[src/rtl/mult_precise.sv]
// Single-precision binary32 multiplier with one registered output stage.
// Define MULT_PRECISE_RNE_EN for round-to-nearest-even; otherwise the mantissa is truncated.
module mult_precise (
   input  logic        clk,
   input  logic        rst_n,
   input  logic        in_valid,
   input  logic [31:0] a_operand,
   input  logic [31:0] b_operand,
   output logic        out_valid,
   output logic [31:0] result,
   output logic        Exception,
   output logic        Overflow,
   output logic        Underflow
);

   localparam int DATA_W = 32;
   localparam int EXP_W  = 8;
   localparam int MAN_W  = 23;
   localparam int SIG_W  = MAN_W + 1;
   localparam int PROD_W = 2 * SIG_W;

   // Returns {carry, significand}; carry is set only when rounding overflows the 24-bit field.
   function automatic logic [SIG_W:0] round_sig(input logic [PROD_W-1:0] prod, input logic norm);
`ifdef MULT_PRECISE_RNE_EN
      logic [SIG_W-1:0] sig;
      logic             guard;
      logic             sticky;
      if (norm) begin
         sig    = prod[PROD_W-1:PROD_W-SIG_W];
         guard  = prod[PROD_W-SIG_W-1];
         sticky = |prod[PROD_W-SIG_W-2:0];
      end else begin
         sig    = prod[PROD_W-2:PROD_W-SIG_W-1];
         guard  = prod[PROD_W-SIG_W-2];
         sticky = |prod[PROD_W-SIG_W-3:0];
      end
      return {1'b0, sig} + (SIG_W+1)'(guard & (sticky | sig[0]));
`else
      return norm ? {1'b0, prod[PROD_W-1:PROD_W-SIG_W]} : {1'b0, prod[PROD_W-2:PROD_W-SIG_W-1]};
`endif
   endfunction

   logic                     sign_p0;
   logic [EXP_W-1:0]         ea_p0;
   logic [EXP_W-1:0]         eb_p0;
   logic [SIG_W-1:0]         sig_a_p0;
   logic [SIG_W-1:0]         sig_b_p0;
   logic [PROD_W-1:0]        prod_p0;
   logic                     norm_p0;
   logic [SIG_W:0]           rnd_p0;
   logic [MAN_W-1:0]         mant_p0;
   logic signed [9:0]        exp_p0;
   logic                     zero_p0;
   logic                     exc_p0;
   logic                     ovf_p0;
   logic                     unf_p0;
   logic [DATA_W-1:0]        res_p0;

   // Stage p0: combinational unpack, multiply, normalise, round and classify
   always_comb begin
      sign_p0  = a_operand[31] ^ b_operand[31];
      ea_p0    = a_operand[30:23];
      eb_p0    = b_operand[30:23];
      sig_a_p0 = {|ea_p0, a_operand[MAN_W-1:0]};
      sig_b_p0 = {|eb_p0, b_operand[MAN_W-1:0]};
      prod_p0  = PROD_W'(sig_a_p0) * PROD_W'(sig_b_p0);
      norm_p0  = prod_p0[PROD_W-1];
      rnd_p0   = round_sig(prod_p0, norm_p0);
      mant_p0  = rnd_p0[SIG_W] ? rnd_p0[SIG_W-1:1] : rnd_p0[MAN_W-1:0];
      exp_p0   = signed'({2'b00, ea_p0}) + signed'({2'b00, eb_p0}) - 10'sd127
               + signed'({9'b0, norm_p0}) + signed'({9'b0, rnd_p0[SIG_W]});
      zero_p0  = ~|a_operand[30:0] | ~|b_operand[30:0];
      exc_p0   = (&ea_p0) | (&eb_p0);
      ovf_p0   = (exp_p0 >= 10'sd255) & ~zero_p0;
      unf_p0   = (exp_p0 <= 10'sd0) & ~zero_p0;
      if (exc_p0 | ovf_p0 | unf_p0)
         res_p0 = '0;
      else if (zero_p0)
         res_p0 = {sign_p0, 31'b0};
      else
         res_p0 = {sign_p0, exp_p0[EXP_W-1:0], mant_p0};
   end

   // Stage p1: output registers load every cycle; out_valid qualifies them
   always_ff @(posedge clk or negedge rst_n) begin
      if (!rst_n) begin
         out_valid <= 1'b0;
         result    <= '0;
         Exception <= 1'b0;
         Overflow  <= 1'b0;
         Underflow <= 1'b0;
      end else begin
         out_valid <= in_valid;
         result    <= res_p0;
         Exception <= exc_p0;
         Overflow  <= ovf_p0;
         Underflow <= unf_p0;
      end
   end

endmodule

[config.mk]
export PLATFORM = sky130hd
export DESIGN_NAME = mult_precise
export DESIGN_NICKNAME = d
export VERILOG_FILES = /design/src/rtl/mult_precise.sv
export SDC_FILE = /design/constraint.sdc
export NUM_CORES = 1
export LEC_CHECK = 0
export CORE_UTILIZATION = 60
export CTS_CLUSTER_SIZE = 14
export DETAILED_ROUTE_END_ITERATION = 12
export PLACE_DENSITY = 0.77
export SLEW_MARGIN = 30
export SYNTH_ARGS = -nofsm -noshare
export SYNTH_HDL_FRONTEND = slang
export SYNTH_SLANG_ARGS = --single-unit
export TNS_END_PERCENT = 1
[constraint.sdc]
create_clock -name clk -period 0.8 [get_ports clk]
set_input_delay 0.12 -clock clk [delete_from_list [all_inputs] [get_ports clk]]
set_output_delay 0.12 -clock clk [all_outputs]
set_load 0.05 [all_outputs]
==> results.ini, run 1 <==
[setup_path]
critical_path_class = in -> reg
critPathArrivalTime_ns = 9.29
crit_buf_inv = 8
critPathTopFamily = adder cells
worst_path_most_repeated_cell = fa_1
end_kind = flip-flop
path_max_fanout = 15
crit_path_start_kind = input pin
crit_slowest_cell = fa_2
cpPeakStageDelay_ns = 0.60
required_ns = 0.98

[timing]
relSlewSlack_pct = 58.86
min_period_ns = 9.109
setup_ws_ns = -8.309
finalCritPeriodShare_pct = 1139
fin_hold_ws_ns = 0.2254
drv_slew = 0
hold_violations = 0
fmax_mhz = 109.8
rsz0062_at_grt = yes
worstMarginPinSlew_ns = 0.6115
finalSetupViolCount = 71

[logic_synthesis]
netlist.area_leader.share_pct = 48.41
synthMostInstantiatedCell = inv_1
synth_top_area_cell = fa_1
synth-seq-cells = 36
yosysWarningCount = 0
ys_types = 55
synthXorXnorAreaFrac_pct = 1.494
synth_area_per_cell_um2 = 8.934
synth.area.mux_share_pct = 0.7532
yosys-top-cells-area = fa_1 (48%), ha_1 (12%), inv_1 (10%)
synthCells = 2231
synthArstFlopShare_pct = 100.0
synth-edff-count = 0
synth_seq_area_share_pct = 4.519
yosys.area_share.simple_pct = 17.36
syn_nets = 2965
synth_compound_area_share_pct = 3.647
synth_top_family_by_area = adder cells
syn-cell-area_um2 = 19930
yosys-top-cells-count = inv_1 (529), fa_1 (482), nand2_1 (399)
synthFlopType = dfrtp_1
synthAdderAreaFrac_pct = 60.02

[outcome]
violations = negative setup slack
status = complete, but fails checks

[drt]
drt-vias-per-instance = 5.663
drt_iter0_drc = 1201
wl_mm = 59.85
wl_per_cell_um = 19.96
drc_errors = 0
vias = 16980
dr.pass1.iters = 5
drt.antenna.violating_nets = 0

[floorplan]
start_util_pct = 61.11
die_area_um2 = 33950
pin_count = 103
core_area_um2 = 32620
fp.dieH_um = 184.3
die_x_um = 184.3
rows = 66

[place]
dp_hpwl_mm = 47.51
globalplace.congestion = 0.9405
port_buffers = 102

[final_layout]
layout-drive-gt1-share_pct = 16.83
final_nets = 3288
syn_to_final_growth_pct = 25.52

[global_routing]
first_global_vias = 18770
grt_overflow_total = 0
grt_util_all_layers_pct = 35.85
antenna_found_initial = 2
grt_pass1_wl_mm = 92.83
grt_start_max_net_pins = 30

[hold_path]
hold_class = in -> async

[clock_tree]
path_clk_slew_ns = 0.06
cts-buffers-inserted = 5
cts_buffer_depth = 2
clkSinkCount = 36
root_buffer = clkbuf_16
cts.htree.levels = 2
cts_tree = done

[flow_run]
max-cap-violations = 0

-- routing by layer --
metal | vias to the layer above | part of all wire, % | GRT usage, %
li1 | 7171 | - | -
met1 | 8537 | 34 | 42.50
met2 | 976 | 49 | 61.27
met3 | 291 | 9.5 | 6.837
met4 | 2 | 6.8 | 20.40
met5 | - | 0.023 | 0
-- state kept, by name, indices dropped and copies added (netlist names) --
name	cells
Underflow	1
out_valid	1
result	32
Overflow	1
Exception	1
-- through the flow --
stage,TNS [ns],setup WS (ns),area [um2],std cells,util [%]
after CTS,-278.56,-8.119,24490,2980,75.08
after global routing,-294.53,-8.606,25020,2998,76.71
after global placement,-279.15,-8.305,24240,2966,74.31
after floorplan,-261.75,-7.870,20170,2231,-
after detailed placement,-290.35,-8.644,24240,2966,74.31
final,-284.05,-8.309,25020,2998,76.71
-- logic make-up after synthesis --
| kind of cell | count (synthesis) |
|---|---|
| AND/OR/NAND/NOR | 733 |
| flip-flops | 36 |
| multiplexers | 15 |
| AO/OA/AOI/OAI | 104 |
| adder cells (fa/ha/maj) | 667 |
| buffers and inverters | 642 |
| XOR/XNOR | 34 |
-- cell type report --
class | instances | area [um2]
multi-input combinational | 1554 | 16920
clock inverter | 3 | 18.77
inverter | 529 | 1986
fill | 2100 | 7599
tap | 442 | 553.0
timing repair buffer | 428 | 4519
sequential | 36 | 900.9
clock buffer | 5 | 125.1
antenna | 1 | 2.502
-- how the worst max path moves through the flow --
stage                             start          to  slack, ns  depth (start not counted)
after CTS                  b_operand[9]  result[11]      -8.12                         39
final                     a_operand[17]  result[15]      -8.31                         39
after floorplan           a_operand[30]  result[15]      -7.87                         38
after global routing      a_operand[17]  result[15]      -8.61                         39
after global placement    b_operand[30]  result[15]      -8.31                         36
after detailed placement  b_operand[30]  result[15]      -8.64                         38
-- what timing repair did --
item | in CTS | in global routing
gates resized for setup | 18 | 66
pin swaps | 10 | 34
setup buffers | 4 | 10
setup endpoints to repair | 71 | 71
hold buffers | 1 | 0
gates cloned | 1 | 7
endpoints found under the hold margin | 36 | 0
-- layout by cell type (no fill, tap or decap), types with 24 or more instances in the layout --
cell type | synthesis | final
fa_1 | 482 | 472
inv_1 | 529 | 529
ha_1 | 185 | 175
dfrtp_1 | 36 | 36
nor2_1 | 50 | 48
dlymetal6s2s_1 | 0 | 24
nand2_1 | 399 | 398
and2_1 | 207 | 206
xnor2_1 | 26 | 24
clkdlybuf4s50_1 | 0 | 38
buf_4 | 0 | 265
buf_12 | 0 | 72
Power of run 1 is left out: the tool's default activity adds up to more than one toggle a clock period on the data nets, which glitch-free logic cannot reach.
==> inputs of run 2 (changes only) <==
--- a/config.mk
+++ b/config.mk
@@ -8,7 +8,7 @@
 export CORE_UTILIZATION = 60
 export CTS_CLUSTER_SIZE = 14
 export DETAILED_ROUTE_END_ITERATION = 12
-export PLACE_DENSITY = 0.77
+export PLACE_DENSITY_LB_ADDON = 0.05
 export SLEW_MARGIN = 30
 export SYNTH_ARGS = -nofsm -noshare
 export SYNTH_HDL_FRONTEND = slang
==> run 2 against run 1 <==
Net effect: the flow still finishes with violations (negative setup slack); non-clock buffer count fell by 17; via count fell by 4.8%; wire length fell by 8.5%; critical path type unchanged.
==> results.ini, run 2 (synthesis results as in run 1) <==
[outcome]
status = complete, but fails checks
violations = negative setup slack

[final_layout]
fill_cells = 2344
largest_reg_flops = 32
syn_to_final_growth_pct = 24.06
final_nets = 3270
multi_input_area_um2 = 16840
final_util_pct = 75.81
final_area_um2 = 24730
regMostFlops = result
seq_area_um2 = 900.9
layout-drive-gt1-share_pct = 15.85
final_cell_mix = inv_1 (529), fa_1 (479), nand2_1 (396)
layout_commonest_cell = inv_1

[clock_tree]
cts.htree.levels = 2
cts-buffers-inserted = 5
cts_tree = done
cts_buffer_depth = 2
path_clk_slew_ns = 0.06
root_buffer = clkbuf_16
clkSinkCount = 36

[global_routing]
first_global_vias = 17790
grt_pass1_wl_mm = 88.91
grt_start_max_net_pins = 37
grt_util_all_layers_pct = 34.33
grt_overflow_total = 0
antenna_found_initial = 1

[floorplan]
core_area_um2 = 32620
fp.dieH_um = 184.3
die_x_um = 184.3
pin_count = 103
start_util_pct = 61.11
rows = 66
die_area_um2 = 33950

[timing]
min_period_ns = 8.840
drv_slew = 0
rsz0062_at_grt = yes
fmax_mhz = 113.1
relSlewSlack_pct = 59.48
hold_violations = 0
worstMarginPinSlew_ns = 0.6022
finalSetupViolCount = 71
finalCritPeriodShare_pct = 1105
setup_ws_ns = -8.040

[place]
globalplace.congestion = 0.9367
placed_area_um2 = 24340
dp_hpwl_mm = 45.73
port_buffers = 102

[drt]
drt-vias-per-instance = 5.425
drc_errors = 0
wl_mm = 54.77
vias = 16170
drt_iter0_drc = 1026
drt.antenna.violating_nets = 0
dr.pass1.iters = 6
wl_per_cell_um = 18.38

[hold_path]
hold_class = in -> reg
hold_depth = 1
hold_path_end = out_valid
min_from = in_valid

[setup_path]
end_kind = flip-flop
worst_path_most_repeated_cell = fa_1
crit_slowest_cell = fa_1
critPathArrivalTime_ns = 9.00
required_ns = 0.96
cpPeakStageDelay_ns = 0.56
critical_path_class = in -> reg
crit_path_start_kind = input pin
path_max_fanout = 7

[flow_run]
max-cap-violations = 0

run 2: cell count changes in the layout (fill, tap and decap cells not counted), moves of 5 or more:
cell,delta
a21oi_1,+6
a21oi_2,-5
buf_12,+8
buf_4,-8
buf_6,-12
clkbuf_16,-7
clkdlybuf4s50_1,+12
dlygate4sd2_1,+9
dlymetal6s2s_1,-21
fa_1,+7
fa_2,-7
run 2: worst max-delay path by stage:
stage / from / endpoint / depth (start not counted)
2_1_floorplan: a_operand[30] / result[15] / 38
5_1_grt: a_operand[10] / result[22] / 41
3_3_place_gp: a_operand[23] / result[15] / 37
4_1_cts: a_operand[23] / result[16] / 40
3_5_place_dp: b_operand[25] / result[22] / 39
6_report: a_operand[10] / result[15] / 39
run 2: cell type report:
type	count	share of cell area, %
Clock inverter	3	0.1720
Tap cell	442	2.236
Sequential cell	36	3.643
Clock buffer	5	0.5060
Antenna cell	1	0.01012
Multi-Input combinational cell	1553	68.11
Timing Repair Buffer	411	17.29
Inverter	529	8.030
run 2: critical path, delay by kind of cell:
kind            cells  cell delay (ns)
fa+ha+maj          10             4.04
compound gates     11             2.16
simple gates        9             1.33
buf+inv             8             1.17
xor+xnor            1             0.16
run 2: stage by stage:
step | cells | setup TNS (ns) | setup slack [ns] | hold WS (ns)
after detailed placement | 2964 | -286.81 | -8.526 | 0.1041
after global routing | 2979 | -288.46 | -8.405 | 0.2924
after floorplan | 2231 | -261.75 | -7.870 | -0.1756
after CTS | 2977 | -275.87 | -8.057 | 0.2838
final | 2980 | -275.73 | -8.040 | 0.2854
after global placement | 2964 | -282.31 | -8.383 | 0.08907
run 2: routing by layer:
metal | vias to the layer above | part of all wire, % | track usage (%)
met2 | 654 | 51 | 60.38
met4 | 0 | 5.1 | 16.30
met5 | - | 0 | 0
met1 | 8193 | 37 | 42.48
li1 | 7143 | - | -
met3 | 177 | 6.7 | 3.596
run 2: timing repair:
| action | 4_1_cts | 5_1_grt |
|---|---|---|
| buffers inserted | 4 | 2 |
| hold endpoints to repair | 36 | 0 |
| gates resized for setup | 31 | 20 |
| pin swaps | 7 | 15 |
| setup endpoints to repair | 71 | 71 |
| hold buffers | 1 | 0 |
| cloned | 0 | 0 |
Power of run 2 is left out for the same reason.
==> inputs of run 3 (changes only) <==
--- a/config.mk
+++ b/config.mk
@@ -6,6 +6,7 @@
 export NUM_CORES = 1
 export LEC_CHECK = 0
 export CORE_UTILIZATION = 60
+export CTS_BUF_LIST = sky130_fd_sc_hd__clkbuf_4
 export CTS_CLUSTER_SIZE = 14
 export DETAILED_ROUTE_END_ITERATION = 12
 export PLACE_DENSITY_LB_ADDON = 0.05
==> run 3 against run 2 <==
Net effect: the flow still finishes with violations (negative setup slack); critical path depth did not move; global-route usage fell by 0.080 points; wire length fell by 0.19%; final cell count did not move; die area did not move; non-clock buffer count did not move; clock-buffer cell count did not move; flip-flop and latch count did not move; utilization fell by 0.27 points; critical endpoint unchanged; largest cell class unchanged.
==> results.ini, run 3 (synthesis results as in run 1) <==
[final_layout]
layout_commonest_cell = inv_1
final_area_um2 = 24640
stdcell_count = 2980
regMostFlops = result
fill_cells = 2365
final_nets = 3270
final_cell_mix = inv_1 (529), fa_1 (479), nand2_1 (396)
layout-drive-gt1-share_pct = 15.85
largest_reg_flops = 32
syn_to_final_growth_pct = 23.62

[clock_tree]
path_clk_slew_ns = 0.12
root_buffer = clkbuf_4
cts-buffers-inserted = 5
cts_tree = done
clkSinkCount = 36
cts_buffer_depth = 2
cts.htree.levels = 2

[global_routing]
grt_start_max_net_pins = 37
grt_overflow_total = 0
first_global_vias = 17790
grt_util_all_layers_pct = 34.25
antenna_found_initial = 1
grt_pass1_wl_mm = 88.74

[timing]
min_period_ns = 8.768
setup_ws_ns = -7.968
finalSetupViolCount = 71
rsz0062_at_grt = yes
finalCritPeriodShare_pct = 1096
worstMarginPinSlew_ns = 0.6027
final.setup.tns_ns = -275.95
hold_violations = 0
fmax_mhz = 114.1
relSlewSlack_pct = 59.45
drv_slew = 0

[drt]
drt_iter0_drc = 1054
vias = 16160
wl_per_cell_um = 18.34
drt.antenna.violating_nets = 0
wl_mm = 54.67
drc_errors = 0
drt-vias-per-instance = 5.423
dr.pass1.iters = 7

[setup_path]
worst_path_most_repeated_cell = fa_1
critical_path_class = in -> reg
crit_start = a_operand[30]
crit_slowest_cell = fa_1
critPathArrivalTime_ns = 8.98
path_max_fanout = 6
end_kind = flip-flop
cpPeakStageDelay_ns = 0.55
crit_path_start_kind = input pin
required_ns = 1.02

[floorplan]
die_area_um2 = 33950
die_x_um = 184.3
start_util_pct = 61.11
pin_count = 103
core_area_um2 = 32620
fp.dieH_um = 184.3
rows = 66

[hold_path]
min_from = in_valid
hold_class = in -> reg

[outcome]
violations = negative setup slack
status = complete, but fails checks

[flow_run]
max-cap-violations = 0

[place]
dp_hpwl_mm = 45.73
placedCellCount = 2964
port_buffers = 102
globalplace.congestion = 0.9367
placed_area_um2 = 24340

[run 3: cell type report]
type                            instances  area (um2)  area share (%)
Multi-Input combinational cell       1553       16840           68.36
Inverter                              529        1986           8.058
Timing Repair Buffer                  411        4275           17.35
Sequential cell                        36       900.9           3.656
Clock buffer                            5       37.54          0.1523
Antenna cell                            1       2.502         0.01016
Clock inverter                          3       42.54          0.1726
Tap cell                              442       553.0           2.244
[run 3: through the flow]
stage	setup WS, ns	hold slack (ns)	utilization, %
2_1_floorplan	-7.870	-0.1756	-
3_3_place_gp	-8.383	0.08907	74.61
3_5_place_dp	-8.526	0.1041	74.61
4_1_cts	-7.975	0.2033	75.19
5_1_grt	-8.328	0.2046	75.54
6_report	-7.968	0.2193	75.54
[run 3: per-layer routing]
metal  wire, um  part of all wire, %  global-route usage [%]  vias to the layer above
met4       2820                  5.2                   16.20                        0
li1           -                    -                       -                     7148
met5          0                    0                       0                        -
met1      20570                   38                   42.41                     8176
met3       3632                  6.6                   3.655                      174
met2      27650                   51                   60.18                      662
[run 3: critical path: cells and delay by family]
kind                       cells  cell delay (ns)
AOI/OAI and AO/OA             11             1.55
xor gates and xnor gates       1             0.18
adders and majority gates     10             4.21
buffers and inverters          8             1.14
and+or+nand+nor                9             1.77
[run 3: worst paths after layout]
path | end | cells after the start
setup / recovery | result[15] | 39
hold / removal | out_valid | 1
max in group asynchronous | result[15] | 3
min in group asynchronous | result[13] | 3
[run 3: timing repair]
action / in CTS / in global routing
hold buffers: 1 / 0
hold endpoints to repair: 36 / 0
cloned: 0 / 0
pin swaps: 7 / 13
endpoints found under the setup margin: 71 / 71
resized for setup: 31 / 20
setup buffers: 4 / 2
Power of run 3 is left out for the same reason.
